--- src/rtl/oam_dma_controller.sv ---
// rtl/oam_dma_controller.sv - OAM DMA bus initiator: copies LEN bytes from (src_reg<<8) into OAM.
module oam_dma_controller #(
    parameter logic [15:0] REG_ADDR  = 16'hFF46,
    parameter logic [15:0] DEST_BASE = 16'hFE00,
    parameter int          LEN       = 160
) (
    input  logic        clk,
    input  logic        reset,
    input  logic [15:0] cpu_addr,
    input  logic [7:0]  cpu_wdata,
    input  logic        cpu_we,
    input  logic        cpu_re,
    output logic [7:0]  cpu_rdata,
    output logic [15:0] dma_addr,
    output logic        dma_read_en,
    output logic        dma_write_en,
    output logic [7:0]  dma_wdata,
    input  logic [7:0]  dma_rdata,
    output logic        dma_active
);

    typedef enum logic [1:0] {IDLE, START, READ, WRITE} state_t;

    localparam logic [8:0] LEN_W = 9'(LEN);

    state_t      state;
    state_t      state_next;
    logic [7:0]  index;
    logic [7:0]  src_reg;
    logic [7:0]  latch;
    logic [7:0]  eff_hi;
    logic [8:0]  index_inc;
    logic        reg_wr;

    assign reg_wr    = cpu_we && (cpu_addr == REG_ADDR);
    assign cpu_rdata = (cpu_re && (cpu_addr == REG_ADDR)) ? src_reg : 8'hFF;
    assign index_inc = {1'b0, index} + 9'd1;

    // E0-FF alias the echo-RAM mirror of C0-DF
    assign eff_hi = (src_reg >= 8'hE0) ? (src_reg & 8'hDF) : src_reg;

    always_comb begin
        state_next   = state;
        dma_addr     = 16'h0000;
        dma_read_en  = 1'b0;
        dma_write_en = 1'b0;
        dma_wdata    = 8'h00;
        dma_active   = 1'b0;
        case (state)
            IDLE: begin
                state_next = IDLE;
            end
            START: begin
                dma_active = 1'b1;
                state_next = READ;
            end
            READ: begin
                dma_active  = 1'b1;
                dma_addr    = {eff_hi, index};
                dma_read_en = 1'b1;
                state_next  = WRITE;
            end
            WRITE: begin
                dma_active   = 1'b1;
                dma_addr     = DEST_BASE + {8'h00, index};
                dma_write_en = 1'b1;
                dma_wdata    = latch;
                state_next   = (index_inc < LEN_W) ? READ : IDLE;
            end
            default: begin
                state_next = IDLE;
            end
        endcase
    end

    // A register write overrides whatever the sequencer would do this edge
    always_ff @(posedge clk or negedge reset) begin
        if (!reset) begin
            state   <= IDLE;
            index   <= 8'h00;
            src_reg <= 8'hFF;
            latch   <= 8'h00;
        end else if (reg_wr) begin
            src_reg <= cpu_wdata;
            index   <= 8'h00;
            state   <= START;
        end else begin
            state <= state_next;
            if (state == READ) begin
                latch <= dma_rdata;
            end
            if (state == WRITE) begin
                index <= index_inc[7:0];
            end
        end
    end

endmodule

--- config.mk ---
export PLATFORM = sky130hd
export DESIGN_NAME = oam_dma_controller
export DESIGN_NICKNAME = d
export VERILOG_FILES = /design/src/rtl/oam_dma_controller.sv
export SDC_FILE = /design/constraint.sdc
export NUM_CORES = 1
export LEC_CHECK = 0
export CAP_MARGIN = 20
export CORE_MARGIN = 2
export CORE_UTILIZATION = 38
export CTS_BUF_LIST = sky130_fd_sc_hd__clkbuf_8
export DETAILED_ROUTE_END_ITERATION = 6
export PLACE_DENSITY = 0.8
export SYNTH_ARGS = -nofsm -noshare
export SYNTH_HDL_FRONTEND = slang
export SYNTH_SLANG_ARGS = --single-unit
--- constraint.sdc ---
create_clock -name clk -period 1.6 [get_ports clk]
set_input_delay 0.16 -clock clk [delete_from_list [all_inputs] [get_ports clk]]
set_output_delay 0.16 -clock clk [all_outputs]
set_load 0.01 [all_outputs]
==> metrics.cfg, run 1 <==
[pwr]
combPwrFrac = 0.566
internal_power_mw = 2.41
seq_power_share = 0.291
p_clk_frac = 0.143
power_leakage_nw = 1.15
peakVddDrop_mv = 0.978
p_per_area_nw_per_um2 = 1510
switchingPower_mw = 1.36
sw_frac_of_total = 0.360
power_mw = 3.76

[floorplanning]
start_util = 0.401
die_area_um2 = 4440
die-width_um = 66.6
boundaryPins = 71
row_count = 22
fp.dieH_um = 66.6
core_um2 = 3720

[synthesis]
yosys.area_share.simple = 0.254
seq_area_frac_synth = 0.443
synth_area_per_cell_um2 = 11.0
synth_common_cells = dfrtp_1, nor2_1, and2_1
synth_area_leader_cell = dfrtp_1
netlist_instances = 136
synth_top_area_frac = 0.302
synthAdderAreaFrac = 0.00840
yosysMostFrequentCell = dfrtp_1
synthesis.area_um2 = 1490
synth-async-reset-ratio = 1.00
synth_flop_cell = dfrtp_1
synth_edf_count = 0
synth_top_family_by_area = simple AND/OR/NAND/NOR gates
ys_types = 34
yosysWarnings = 0
synth.area.mux_share = 0.141
synth-seq-cells = 26
syn_nets = 173
synth_compound_area_frac = 0.0672
synth_xor_area_frac = 0.0411
yosys-top-cells-area = dfrtp_1, dfstp_2, mux2_4

[global_route]
gr-total-overflow = 0
grt_pass1_wl_um = 6590
grt_antenna_before_repair = 0
grt_max_degree = 27
grt_pass1_vias = 1283
grt_usage = 0.201

[route]
firstDrtPassIters = 4
drtIter0Drc = 17
via_count = 1325
drcViolationCount = 0
ant_nets = 0
wl_um = 4140
avgRoutedWirePerCell_um = 15.3
routed_via_density = 4.89

[timing]
min_period_ns = 1.86
finalSetupViolations = 12
rsz0062_at_grt = true
finalCritPeriodShare = 1.16
worst_pin_slew_ns = 0.338
final.setup.worst_slack_ns = -0.259
slew_headroom = 0.775
setup_tns_ns = -1.96
fmax_mhz = 538
slew_viol_final = 0
finClkSkew_ns = 0.00410
final_hold_viol_count = 0

[setup_path]
worst_setup_path_start_kind = input port
reg2reg_slack_ns = 0.09
arrival_ns = 1.70
required_ns = 1.44
end_kind = output port
worstPathMaxFanout = 7
crit_type = input port to output port

[placement]
port_buffers = 70
dp_hpwl_um = 2780
dpl.cell_count = 257
place_area_um2 = 2270
finalWeightedCongestion = 0.845

[clock_tree]
clkSlewWorstSetupHoldPaths_ns = 0.09
cts.sinks = 26
h-tree-depth = 1
clock-root-buffer = clkbuf_8
clock_latency_ns = 0.27
cts_buffers = 3
cts_tree = built
clk_path_buf_depth = 2
cts_hold_buf = 0

[cells_and_area]
final_area_um2 = 2490
num_antenna_cells = 0
drive_gt1_frac = 0.399
area_growth_pct = 67.1
stdcell_count = 271
layout.nets = 261
fin_util = 0.670

[outcome]
violations = setup timing
outcome = complete, but fails checks

[min_path]
holdCritPathClass = input port to async pin

[flow_run]
cap_violations = 0

==> routing by layer <==
layer	vias up	global-route usage	part of all wire
met1	628	0.261	0.42
met3	5	0.0439	0.053
met5	-	0	0
met4	0	0.0459	0.0099
li1	649	-	-
met2	43	0.341	0.52
==> path summary, 6_finish.rpt <==
| check | from | end | cells past startpoint |
|---|---|---|---|
| hold reg to reg | latch[0]$_DFFE_PN0P_ | latch[0]$_DFFE_PN0P_ | 1 |
| setup / recovery | cpu_addr[4] | cpu_rdata[1] | 7 |
| hold / removal | reset | index[0]$_DFFE_PN0P_ | 2 |
| min in group clk | dma_rdata[6] | latch[6]$_DFFE_PN0P_ | 2 |
| max in group asynchronous | reset | src_reg[1]$_DFFE_PN1P_ | 2 |
| setup reg to reg | index[3]$_DFFE_PN0P_ | state[1]$_DFF_PN0_ | 5 |
==> power groups by stage <==
stage	clock (mW)	sequential (mW)	combinational, mW
floorplan	0	1.03	1.07
global placement	0	1.05	2.05
detailed placement	0	1.06	2.08
CTS	0.562	1.08	2.08
global route	0.588	1.13	2.32
finish	0.539	1.09	2.13
==> placed cells by master (no fill, tap or decap), types with 7 or more instances in the layout <==
master | synthesis | final
clkdlybuf4s50_1 | 0 | 27
dlygate4sd2_1 | 0 | 24
dfrtp_1 | 18 | 16
buf_6 | 0 | 12
buf_4 | 0 | 12
and2_1 | 9 | 9
nor2_1 | 10 | 9
and3_1 | 8 | 8
or2_4 | 0 | 8
mux2_4 | 8 | 8
mux2_2 | 8 | 8
dfstp_2 | 8 | 8
clkbuf_2 | 0 | 7
==> cell type report <==
type,count,area [um^2]
Inverter,2,7.51
Clock buffer,3,41.3
Tap cell,48,60.1
Fill cell,310,1230
Sequential cell,26,663
Timing Repair Buffer,89,848
Multi-Input combinational cell,102,840
Clock inverter,1,30.0
==> per-stage QoR <==
step	hold WS, ns	setup WS (ns)
6_report	0.259	-0.259
5_1_grt	0.270	-0.338
4_1_cts	0.256	-0.245
3_5_place_dp	0.491	-1.00
3_3_place_gp	0.483	-0.943
2_1_floorplan	-0.136	-0.104
==> worst max-delay path, stage by stage <==
cell and delay (ns):
buf_6 0.09, or4b_4 0.54, nor4_4 0.30, nand2_2 0.10
buf_6 0.15, or2_4 0.25, buf_6 0.12
==> timing repair <==
item,in CTS,in global routing
gates resized for setup,107,21
endpoints found under the hold margin,0,0
buffers inserted,6,2
pin swaps,9,10
endpoints found under the setup margin,61,38
cloned,3,1
==> logic make-up (layout without fill, tap and decap cells) <==
| group | after synthesis | in the layout |
|---|---|---|
| DFF | 26 | 26 |
| xor gates and xnor gates | 7 | 7 |
| AOI/OAI and AO/OA | 13 | 13 |
| and+or+nand+nor | 64 | 65 |
| muxes | 16 | 16 |
| buffers and inverters | 9 | 95 |
| adders and majority gates | 1 | 1 |
Note: power is estimated with default switching activity, not from simulation.
==> inputs of run 2 (changes only) <==
--- a/config.mk
+++ b/config.mk
@@ -9,6 +9,6 @@
 export CORE_MARGIN = 2
-export CORE_UTILIZATION = 38
-export CTS_BUF_LIST = sky130_fd_sc_hd__clkbuf_8
+export CORE_UTILIZATION = 40
 export DETAILED_ROUTE_END_ITERATION = 6
-export PLACE_DENSITY = 0.8
+export DONT_BUFFER_PORTS = 1
+export PLACE_DENSITY = 0.58
 export SYNTH_ARGS = -nofsm -noshare
--- a/constraint.sdc
+++ b/constraint.sdc
@@ -3,2 +3,2 @@
 set_output_delay 0.16 -clock clk [all_outputs]
-set_load 0.01 [all_outputs]
+set_load 0.005 [all_outputs]
==> run 2 against run 1 <==
The run still ends with setup timing left; sequential power is essentially flat; register-to-register slack gained 0.05 ns; sequential share of layout area grew 12 points; wire length shrank 18%; total power shrank 22%; global-route usage shrank 3.2 points.
==> metrics.cfg, run 2 (synthesized netlist as in run 1, its figures left out) <==
[cells_and_area]
drive_gt1_frac = 0.393
final_area_um2 = 1730
num_antenna_cells = 0
regArea_um2 = 662
layout.nets = 188
nFillCells = 369
multi_input_area_um2 = 779
fin_util = 0.475
stdcell_count = 198
layout_commonest_cell = dfrtp_1
final_cell_mix = dfrtp_1, buf_4, nor2_1
area_growth_pct = 15.9

[timing]
rsz0062_at_grt = true
final.setup.worst_slack_ns = -0.0150
worst_pin_slew_ns = 0.288
finClkSkew_ns = 0.00243
slew_viol_final = 0
slew_headroom = 0.807
finalCritPeriodShare = 1.01
finalSetupViolations = 7
min_period_ns = 1.62
fmax_mhz = 619
final_hold_viol_count = 0

[floorplanning]
die_area_um2 = 4230
die-width_um = 65.0
row_count = 22
start_util = 0.410
core_um2 = 3630
fp.dieH_um = 65.0
boundaryPins = 71

[min_path]
holdCritPathClass = input port to register
whs_endpoint = src_reg[7]$_DFFE_PN1P_
hold_start = cpu_wdata[7]
whs_path_depth = 1

[setup_path]
timing.rr.end = latch[5]$_DFFE_PN0P_
cpPeakStageDelay_ns = 0.53
r2r-start = state[1]$_DFF_PN0_
reg2reg_depth = 3
arrival_ns = 1.46
crit_slowest_cell = or4bb_4
crit_type = input port to output port
worstPathMaxFanout = 8
crit_chain = or4bb_4 > nor4_4 > nand2_2 > or2_2
required_ns = 1.44
end_kind = output port
worst_setup_path_start_kind = input port
reg2reg_slack_ns = 0.14

[placement]
post-place-ws_ns = -0.140
place_area_um2 = 1590
dpl.cell_count = 189
port_buffers = 0
finalWeightedCongestion = 0.831
dp_hpwl_um = 2440

[global_route]
grt_usage = 0.169
grt_max_degree = 27
grt_antenna_before_repair = 0
grt_pass1_wl_um = 5470
gr-total-overflow = 0
grt_pass1_vias = 1174

[clock_tree]
clock-root-buffer = clkbuf_8
clk_path_buf_depth = 2
clkSlewWorstSetupHoldPaths_ns = 0.08
cts_buffers = 3
clock_latency_ns = 0.27
cts_tree = built
cts.sinks = 26
h-tree-depth = 1

[pwr]
peakVddDrop_mv = 0.434
p_per_area_nw_per_um2 = 1700
power_leakage_nw = 0.723

[route]
drtIter0Drc = 33
routed_via_density = 5.55
avgRoutedWirePerCell_um = 17.2
ant_nets = 0
drcViolationCount = 0
wl_um = 3400
firstDrtPassIters = 4
via_count = 1099

[outcome]
violations = setup timing
outcome = complete, but fails checks

[flow_run]
cap_violations = 0

==> run 2: cell count changes in the layout (fill, tap and decap cells not counted), moves of 2 or more <==
cell / delta
buf_2: -2
buf_6: -12
clkbuf_2: -7
clkdlybuf4s50_1: -27
dlygate4sd2_1: -24
or2_2: +7
or2_4: -7
==> run 2: timing repair <==
item                       4_1_cts  5_1_grt
setup endpoints to repair        9       17
hold buffers                     2        0
gates resized for setup          2        5
cloned                           0        1
setup buffers                    1        1
pin swaps                        2        2
hold endpoints to repair        26        0
==> run 2: worst max path at each step <==
stage	slack, ns	start	cells past startpoint	endpoint
5_1_grt	-0.06	cpu_addr[5]	4	cpu_rdata[3]
4_1_cts	-0.03	cpu_addr[0]	4	cpu_rdata[3]
6_report	-0.02	cpu_addr[5]	4	cpu_rdata[3]
3_3_place_gp	-0.10	cpu_addr[5]	4	cpu_rdata[3]
2_1_floorplan	-0.10	cpu_addr[5]	5	src_reg[0]$_DFFE_PN1P_
3_5_place_dp	-0.14	cpu_addr[5]	5	latch[5]$_DFFE_PN0P_
==> run 2: cell type report <==
class                           count  share of cell area
Multi-Input combinational cell    101               0.451
Sequential cell                    26               0.383
Timing Repair Buffer               17               0.100
Tap cell                           48              0.0348
Clock buffer                        4              0.0261
Inverter                            2             0.00435
==> run 2: stage by stage <==
| step | hold slack (ns) | TNS, ns | total power [mW] |
|---|---|---|---|
| final | 0.0307 | -0.0695 | 2.93 |
| after global routing | 0.00982 | -0.372 | 3.17 |
| after CTS | 0.0218 | -0.198 | 2.82 |
| after detailed placement | -0.135 | -4.36 | 2.40 |
| after global placement | -0.135 | -3.12 | 2.35 |
| after floorplan | -0.136 | -0.968 | 1.98 |
==> run 2: worst max-delay path, delay by kind of cell <==
| kind | cells | cell delay, ns |
|---|---|---|
| and+or+nand+nor | 4 | 1.30 |
==> run 2: metal layers <==
metal / global-route usage / vias up / wire length, um
met1: 0.209 / 527 / 1440
met3: 0.0313 / 7 / 211
met4: 0.0625 / 0 / 58
met2: 0.293 / 69 / 1690
li1: - / 496 / -
met5: 0 / - / 0
==> run 2: power breakdown <==
part | internal, mW | total [mW] | switching, mW | leakage [nW]
Combinational | 0.766 | 1.47 | 0.706 | 0.413
Sequential | 0.891 | 1.08 | 0.186 | 0.287
Clock | 0.178 | 0.379 | 0.200 | 0.0228
Total | 1.84 | 2.93 | 1.09 | 0.723
